$ cat config.mk
export PLATFORM = sky130hd
export DESIGN_NAME = alu_arbiter
export DESIGN_NICKNAME = d
export VERILOG_FILES = /design/src/rtl/alu_arbiter.sv
export SDC_FILE = /design/constraint.sdc
export NUM_CORES = 1
export LEC_CHECK = 0
export BUFFER_PORTS_ARGS = -buffer_cell sky130_fd_sc_hd__clkbuf_2
export CAP_MARGIN = 30
export CORE_ASPECT_RATIO = 2
export CORE_MARGIN = 8
export CORE_UTILIZATION = 39
export DETAILED_ROUTE_END_ITERATION = 7
export GPL_TIMING_DRIVEN = 0
export HOLD_SLACK_MARGIN = 0.08
export PLACE_DENSITY = 0.8
export SYNTH_ARGS = -nofsm -noshare
export SYNTH_HDL_FRONTEND = slang
export SYNTH_SLANG_ARGS = --single-unit
export TNS_END_PERCENT = 5
$ cat constraint.sdc
create_clock -name clk -period 1.5 [get_ports clk]
set_clock_uncertainty 0.2 [all_clocks]
set_input_delay 0.3 -clock clk [delete_from_list [all_inputs] [get_ports clk]]
set_output_delay 0.3 -clock clk [all_outputs]
set_load 0.01 [all_outputs]
$ cat src/rtl/alu_arbiter.sv
// Round-robin arbiter sharing one external combinational ALU between two requesters.
// Latency: request sampled at edge N -> gnt in cycle N+1 -> rsp_valid in cycle N+2; one op per 3 cycles.
// Backpressure: none; a requester holds req/operands until its gnt pulse, and req is ignored while busy.
//
// Ports:
//   clk, rst                 single clock, synchronous active-high reset
//   req0/a0/b0/op0           requester 0 request, operands, opcode
//   req1/a1/b1/op1           requester 1 request, operands, opcode
//   gnt0/gnt1                one-cycle pulse: operands of that requester accepted
//   rsp_valid0/rsp_valid1    one-cycle pulse: captured result belongs to that requester
//   rsp_data/zero/ovf/carry  captured ALU result and flags, held until the next capture
//   busy                     high whenever the arbiter is not idle
//   alu_a/alu_b/alu_op       registered operands/opcode to the external ALU
//   alu_res/zero/ovf/carry   result and flags from the external ALU
module alu_arbiter #(
  parameter int WIDTH = 8,
  parameter int OPW   = 3
) (
  input  logic             clk,
  input  logic             rst,
  input  logic             req0,
  input  logic [WIDTH-1:0] a0,
  input  logic [WIDTH-1:0] b0,
  input  logic [OPW-1:0]   op0,
  input  logic             req1,
  input  logic [WIDTH-1:0] a1,
  input  logic [WIDTH-1:0] b1,
  input  logic [OPW-1:0]   op1,
  output logic             gnt0,
  output logic             gnt1,
  output logic             rsp_valid0,
  output logic             rsp_valid1,
  output logic [WIDTH-1:0] rsp_data,
  output logic             rsp_zero,
  output logic             rsp_ovf,
  output logic             rsp_carry,
  output logic             busy,
  output logic [WIDTH-1:0] alu_a,
  output logic [WIDTH-1:0] alu_b,
  output logic [OPW-1:0]   alu_op,
  input  logic [WIDTH-1:0] alu_res,
  input  logic             alu_zero,
  input  logic             alu_ovf,
  input  logic             alu_carry
);

  typedef enum logic [1:0] {IDLE, EXEC, RESP} state_t;

  state_t           state, state_d;
  logic             last_grant, last_grant_d;
  logic             cur, cur_d;          // requester owning the in-flight operation
  logic             win;
  logic             gnt0_d, gnt1_d, rsp_valid0_d, rsp_valid1_d, busy_d;
  logic [WIDTH-1:0] rsp_data_d, alu_a_d, alu_b_d;
  logic             rsp_zero_d, rsp_ovf_d, rsp_carry_d;
  logic [OPW-1:0]   alu_op_d;

  always_comb begin
    state_d      = state;
    last_grant_d = last_grant;
    cur_d        = cur;
    win          = 1'b0;
    gnt0_d       = 1'b0;
    gnt1_d       = 1'b0;
    rsp_valid0_d = 1'b0;
    rsp_valid1_d = 1'b0;
    rsp_data_d   = rsp_data;
    rsp_zero_d   = rsp_zero;
    rsp_ovf_d    = rsp_ovf;
    rsp_carry_d  = rsp_carry;
    alu_a_d      = alu_a;
    alu_b_d      = alu_b;
    alu_op_d     = alu_op;

    case (state)
      IDLE: begin
        if (req0 || req1) begin
          // On contention the requester not served last wins; otherwise the lone requester.
          win          = (req0 && req1) ? ~last_grant : req1;
          cur_d        = win;
          last_grant_d = win;
          gnt0_d       = ~win;
          gnt1_d       = win;
          alu_a_d      = win ? a1  : a0;
          alu_b_d      = win ? b1  : b0;
          alu_op_d     = win ? op1 : op0;
          state_d      = EXEC;
        end
      end
      EXEC: begin
        // ALU inputs have been stable for a full cycle; take its result now.
        rsp_data_d   = alu_res;
        rsp_zero_d   = alu_zero;
        rsp_ovf_d    = alu_ovf;
        rsp_carry_d  = alu_carry;
        rsp_valid0_d = ~cur;
        rsp_valid1_d = cur;
        state_d      = RESP;
      end
      RESP: begin
        state_d = IDLE;
      end
      default: begin
        state_d = IDLE;
      end
    endcase

    busy_d = (state_d != IDLE);
  end

  always_ff @(posedge clk) begin
    if (rst) begin
      state      <= IDLE;
      last_grant <= 1'b1;
      cur        <= 1'b0;
      gnt0       <= 1'b0;
      gnt1       <= 1'b0;
      rsp_valid0 <= 1'b0;
      rsp_valid1 <= 1'b0;
      rsp_data   <= '0;
      rsp_zero   <= 1'b0;
      rsp_ovf    <= 1'b0;
      rsp_carry  <= 1'b0;
      busy       <= 1'b0;
      alu_a      <= '0;
      alu_b      <= '0;
      alu_op     <= '0;
    end else begin
      state      <= state_d;
      last_grant <= last_grant_d;
      cur        <= cur_d;
      gnt0       <= gnt0_d;
      gnt1       <= gnt1_d;
      rsp_valid0 <= rsp_valid0_d;
      rsp_valid1 <= rsp_valid1_d;
      rsp_data   <= rsp_data_d;
      rsp_zero   <= rsp_zero_d;
      rsp_ovf    <= rsp_ovf_d;
      rsp_carry  <= rsp_carry_d;
      busy       <= busy_d;
      alu_a      <= alu_a_d;
      alu_b      <= alu_b_d;
      alu_op     <= alu_op_d;
    end
  end

endmodule

# Word-level counts from Yosys, hierarchy flattened
# Cells that the tools add are included.
dict set report word_totals {
  reg_bits 39
  latchBits 0
  ramBits 0
  rom_bits 0
  inputBits 53
  out_inout_bits 35
  wordCells 35
  memories 0
}
dict set report classes {
  n_addsub 0
  n_mul 0
  div_mod_pow 0
  magnitude_cmp 0
  n_eq_ne 1
  shifts 0
  n_mux 6
  bitwise 6
  n_reduce_logical 7
}
# operator count
set op_table {}
lappend op_table {{8-bit two-way mux} 2}
lappend op_table {{1-bit NOT} 6}
lappend op_table {{2-bit one-hot mux with 2 select lines} 1}
lappend op_table {{3-bit two-way mux} 1}
lappend op_table {{3-bit OR reduction} 1}
lappend op_table {{2-bit by 1-bit == test with 1-bit output (second input constant)} 1}
lappend op_table {{2-bit zero test} 1}
lappend op_table {{2-bit two-way mux} 1}
lappend op_table {{2-bit AND reduction} 1}
lappend op_table {{2-bit nonzero test} 1}
lappend op_table {{2-bit OR reduction} 1}
lappend op_table {{1-bit logical AND} 1}
lappend op_table {{1-bit logical OR} 1}
lappend op_table {{1-bit two-way mux} 1}

# Depth between registers and ports, before layout
dict set report depth {
  ltp_word 4
  mapped_depth 6
}

# Worst setup path after synthesis
# OpenSTA, ideal clock, no wires.
dict set report synth_timing {
  path_type {input-to-reg}
  start {input req1}
  end {register alu_a[2]}
  setup_time_ns 0.088
  arrival_time_ns 1.207
  required_time_ns 1.212
  setup_slack_ns 0.005
  stages 6
  path_cell_list {or2_0 buf_2 and2_4 buf_6 buf_6 a311oi_2}
}
dict set report synth_between {
  elab_chain_len 3
  word_cells_on_any_way 5
  cone_classes {mux (2); reduce/logical (3)}
}
# element line
set synth_rtl {}
lappend synth_rtl {{start, declared} 25} ;# input logic req1,
lappend synth_rtl {{1-bit logical AND} 79} ;# win = (req0 && req1) ? ~last_grant : req1;
lappend synth_rtl {{1-bit two-way mux} 79}
lappend synth_rtl {{8-bit two-way mux} 84} ;# alu_a_d = win ? a1 : a0;
lappend synth_rtl {{end signal, assigned} 141} ;# alu_a <= alu_a_d;
lappend synth_rtl {{end, declared} 38} ;# output logic [WIDTH-1:0] alu_a,
# Several ways; a longest one is shown, not always the timed one.
# A chain may end at the register's enable or synchronous reset.

# Worst setup path after layout
dict set report layout_timing {
  start {register last_grant}
  end {register alu_op[0]}
}
dict set report layout_between {
  elab_chain_len 3
}
# element line
set layout_rtl {}
lappend layout_rtl {{start, declared} 50} ;# logic last_grant, last_grant_d;
lappend layout_rtl {{start signal, assigned} 130} ;# last_grant <= last_grant_d;
lappend layout_rtl {{1-bit NOT} 79}
lappend layout_rtl {{1-bit two-way mux} 79}
lappend layout_rtl {{3-bit two-way mux} 86} ;# alu_op_d = win ? op1 : op0;
lappend layout_rtl {{end signal, assigned} 143} ;# alu_op <= alu_op_d;
lappend layout_rtl {{end, declared} 40} ;# output logic [OPW-1:0] alu_op,
# No other way between the ends.

==> reports/results.ini <==
[detailed_routing]
drt_drc_violations_left = 0
wl_mm = 5.284
detail_route.first_pass.iterations = 4
routedWlPerCell_um = 14.64
drt-initial-drc-count = 48
route.antenna.remaining_nets = 0
total_number_of_vias = 1765
drt-vias-per-instance = 4.889

[setup_path]
worstSetupPathType = flip-flop to flip-flop
timing.critical_path.fanout_max = 10
worst_ep_arrival_time_ns = 1.43
timing.critical_path.from_type = flip-flop
end_kind = flip-flop
required_ns = 1.50
timing.reg2reg.setup_slack_ns = 0.07

[timing]
finalHoldViolCount = 0
slew_worst_pin_ns = 0.6316
finalHoldWorstSlack_ns = 0.08740
min_period_ns = 1.429
max_freq_mhz = 699.8
post-route-period-util_pct = 95.26
rsz_0062_raised_after_global_routing = true
final-setup-viol-count = 0
timing.final.ws_setup_ns = 0.07104
slew_viol_final = 0
relative_slew_slack_pct = 57.89

[synth]
synth_ff_type = sky130_fd_sc_hd__dfxtp_1
synth_seq_area_share_pct = 49.29
syn-num-nets = 237
synth-edff-count = 0
ys_warn_count = 0
netlist-cell-type-count = 21
synth.most_common_cell = sky130_fd_sc_hd__nand2_1
synthTopCellsByArea = sky130_fd_sc_hd__dfxtp_1 (49%), sky130_fd_sc_hd__nand2_1 (14%), sky130_fd_sc_hd__a21oi_1 (9.8%)
mapped_area_um2 = 1584
async_reset_ff_share_pct = 0
post_synth_most_frequent_cells = sky130_fd_sc_hd__nand2_1 (61), sky130_fd_sc_hd__dfxtp_1 (39), sky130_fd_sc_hd__a21oi_1 (31), sky130_fd_sc_hd__clkbuf_1 (14), sky130_fd_sc_hd__a311oi_2 (10)
netlist.top_cell.by_area = sky130_fd_sc_hd__dfxtp_1
postSynthRegisterBits = 39
post-synth-top-area-fraction_pct = 49.29
post_synth_inst_count = 184
syn_avg_cell_area_um2 = 8.609

[placed_design]
post-place-ws_ns = -0.1907
postPlaceCellArea_um2 = 2079
port_bufs = 86
finalWeightedCongestion = 0.7768
total_half_perimeter_wirelength_after_legalization_and_detailed_placement_mm = 3.499

[clocking]
clkSlewWorstSetupHoldPaths_ns = 0.07
htree_levels = 2
cts-root-buf = sky130_fd_sc_hd__clkbuf_8
insertion_delay_ns = 0.28
cts_tree = yes
cts_setup_buffers = 0
numClockSinks = 39
ctsLongestPathBuffers = 2
cts_inserted_buffers = 5

[grt]
residual_overflow_from_global_routing = 0
grt_pass1_vias = 1876
track_usage_pct = 16.86
grt_start_max_net_pins = 12
initial_antenna_violation_count = 0
global_route_wire_length_before_repair_mm = 8.604

[power]
total_leakage_power_nw = 1.157
vdd_drop_max_v = 0.0009630
comb_power_share_pct = 24.7
sequential_cell_fraction_of_total_power_pct = 47.4
power_density_nw_per_um2 = 999.3
power.clock.fraction_pct = 27.9
total_switching_power_uw = 713.9
switching_share_pct = 28.52
intPower_mw = 1.789

[min_path]
hold_path.class = primary input to flip-flop

[floorplan]
fp.dieW_um = 61.07
floorplan.io_pins = 88
placementRows = 33
start_util_pct = 39.55
design.core.area_um2 = 4005
die_height_um = 106.1
design.die.area_um2 = 6481

[finish]
syn2layout_area_growth_pct = 58.14
antenna-diode-count = 0
finalNetCount = 362
final_cell_area_um2 = 2505
utilization_pct = 62.54
share_of_cells_above_drive_strength_1_pct = 38.19

[job]
max_cap_violations = 0

[outcome]
run_status = finished clean

layout by cell type (no fill, tap or decap), types with 2 or more instances in the layout:
master	netlist	final
sky130_fd_sc_hd__buf_6	2	2
sky130_fd_sc_hd__dfxtp_1	39	39
sky130_fd_sc_hd__nand2_1	61	61
sky130_fd_sc_hd__a21oi_1	31	31
sky130_fd_sc_hd__a311oi_1	9	9
sky130_fd_sc_hd__buf_2	1	5
sky130_fd_sc_hd__nor2_1	3	2
sky130_fd_sc_hd__clkbuf_8	0	6
sky130_fd_sc_hd__dlygate4sd3_1	0	32
sky130_fd_sc_hd__nor3_1	3	3
sky130_fd_sc_hd__a311oi_2	10	10
sky130_fd_sc_hd__clkbuf_2	0	90
sky130_fd_sc_hd__clkbuf_1	14	6
state kept, by name (all words and copies together) (netlist names), 2 cells and up:
signal / count
alu_b: 8
rsp_data: 8
state: 2
alu_a: 8
alu_op: 3
cell families (layout without fill, tap and decap cells):
| kind of cell | Yosys count | count (layout) | synth area share [%] |
|---|---|---|---|
| AOI/OAI and AO/OA | 55 | 55 | 27.01 |
| buffers and inverters | 17 | 142 | 5.055 |
| DFF | 39 | 39 | 49.29 |
| and+or+nand+nor | 73 | 73 | 18.64 |
final timing paths:
path                      startpoint                      to  cells past startpoint
max          last_grant$_SDFFE_PP1P_  alu_op[0]$_SDFFE_PP0P_                      4
min                            a1[6]   alu_a[6]$_SDFFE_PP0P_                      3
max reg2reg  last_grant$_SDFFE_PP1P_  alu_op[0]$_SDFFE_PP0P_                      4
min reg2reg         cur$_SDFFE_PP0P_   rsp_valid0$_SDFF_PP0_                      1
final cells by class:
| type | count | area (um2) |
|---|---|---|
| clock inverters | 1 | 5.005 |
| clock buffers | 6 | 82.58 |
| flip-flops and latches | 39 | 780.7 |
| plain buffers | 17 | 90.09 |
| repair buffers | 118 | 750.7 |
| multi-input cells | 128 | 730.7 |
| well taps | 52 | 65.06 |
| fillers | 345 | 1500 |
worst max-delay path, cell delays in order (launching register included):
cell and delay (ns):
sky130_fd_sc_hd__dfxtp_1 0.33, sky130_fd_sc_hd__a21boi_1 0.19, sky130_fd_sc_hd__buf_2 0.26, sky130_fd_sc_hd__nand2_1 0.10, sky130_fd_sc_hd__a311oi_2 0.26
power groups by stage:
stage	clock network (mW)	registers, mW	logic [mW]
6_report	0.699	1.19	0.617
2_1_floorplan	0	1.24	0.283
3_3_place_gp	0	1.20	0.534
4_1_cts	0.722	1.18	0.615
5_1_grt	0.765	1.20	0.677
3_5_place_dp	0	1.20	0.543
what timing repair did:
item / 4_1_cts / 5_1_grt
endpoints found under the hold margin: 23 / 0
resized for setup: 7 / 9
hold buffers: 32 / 0
setup endpoints to repair: 20 / 31
pin swaps: 0 / 0
through the flow:
stage / setup TNS (ns) / instances / power (mW)
floorplan: 0 / 184 / 1.524
global placement: -3.175 / 322 / 1.734
detailed placement: -3.380 / 322 / 1.747
CTS: 0 / 361 / 2.520
global route: -0.8319 / 361 / 2.638
finish: 0 / 361 / 2.503
layer usage:
metal	GRT usage, %	vias to the layer above	wire [um]
met2	28.09	92	2571
met1	18.48	780	2049
met3	5.804	12	545
met4	6.555	0	117
met5	0	-	0
li1	-	881	-
No activity file was read; power rests on OpenSTA's default activity.
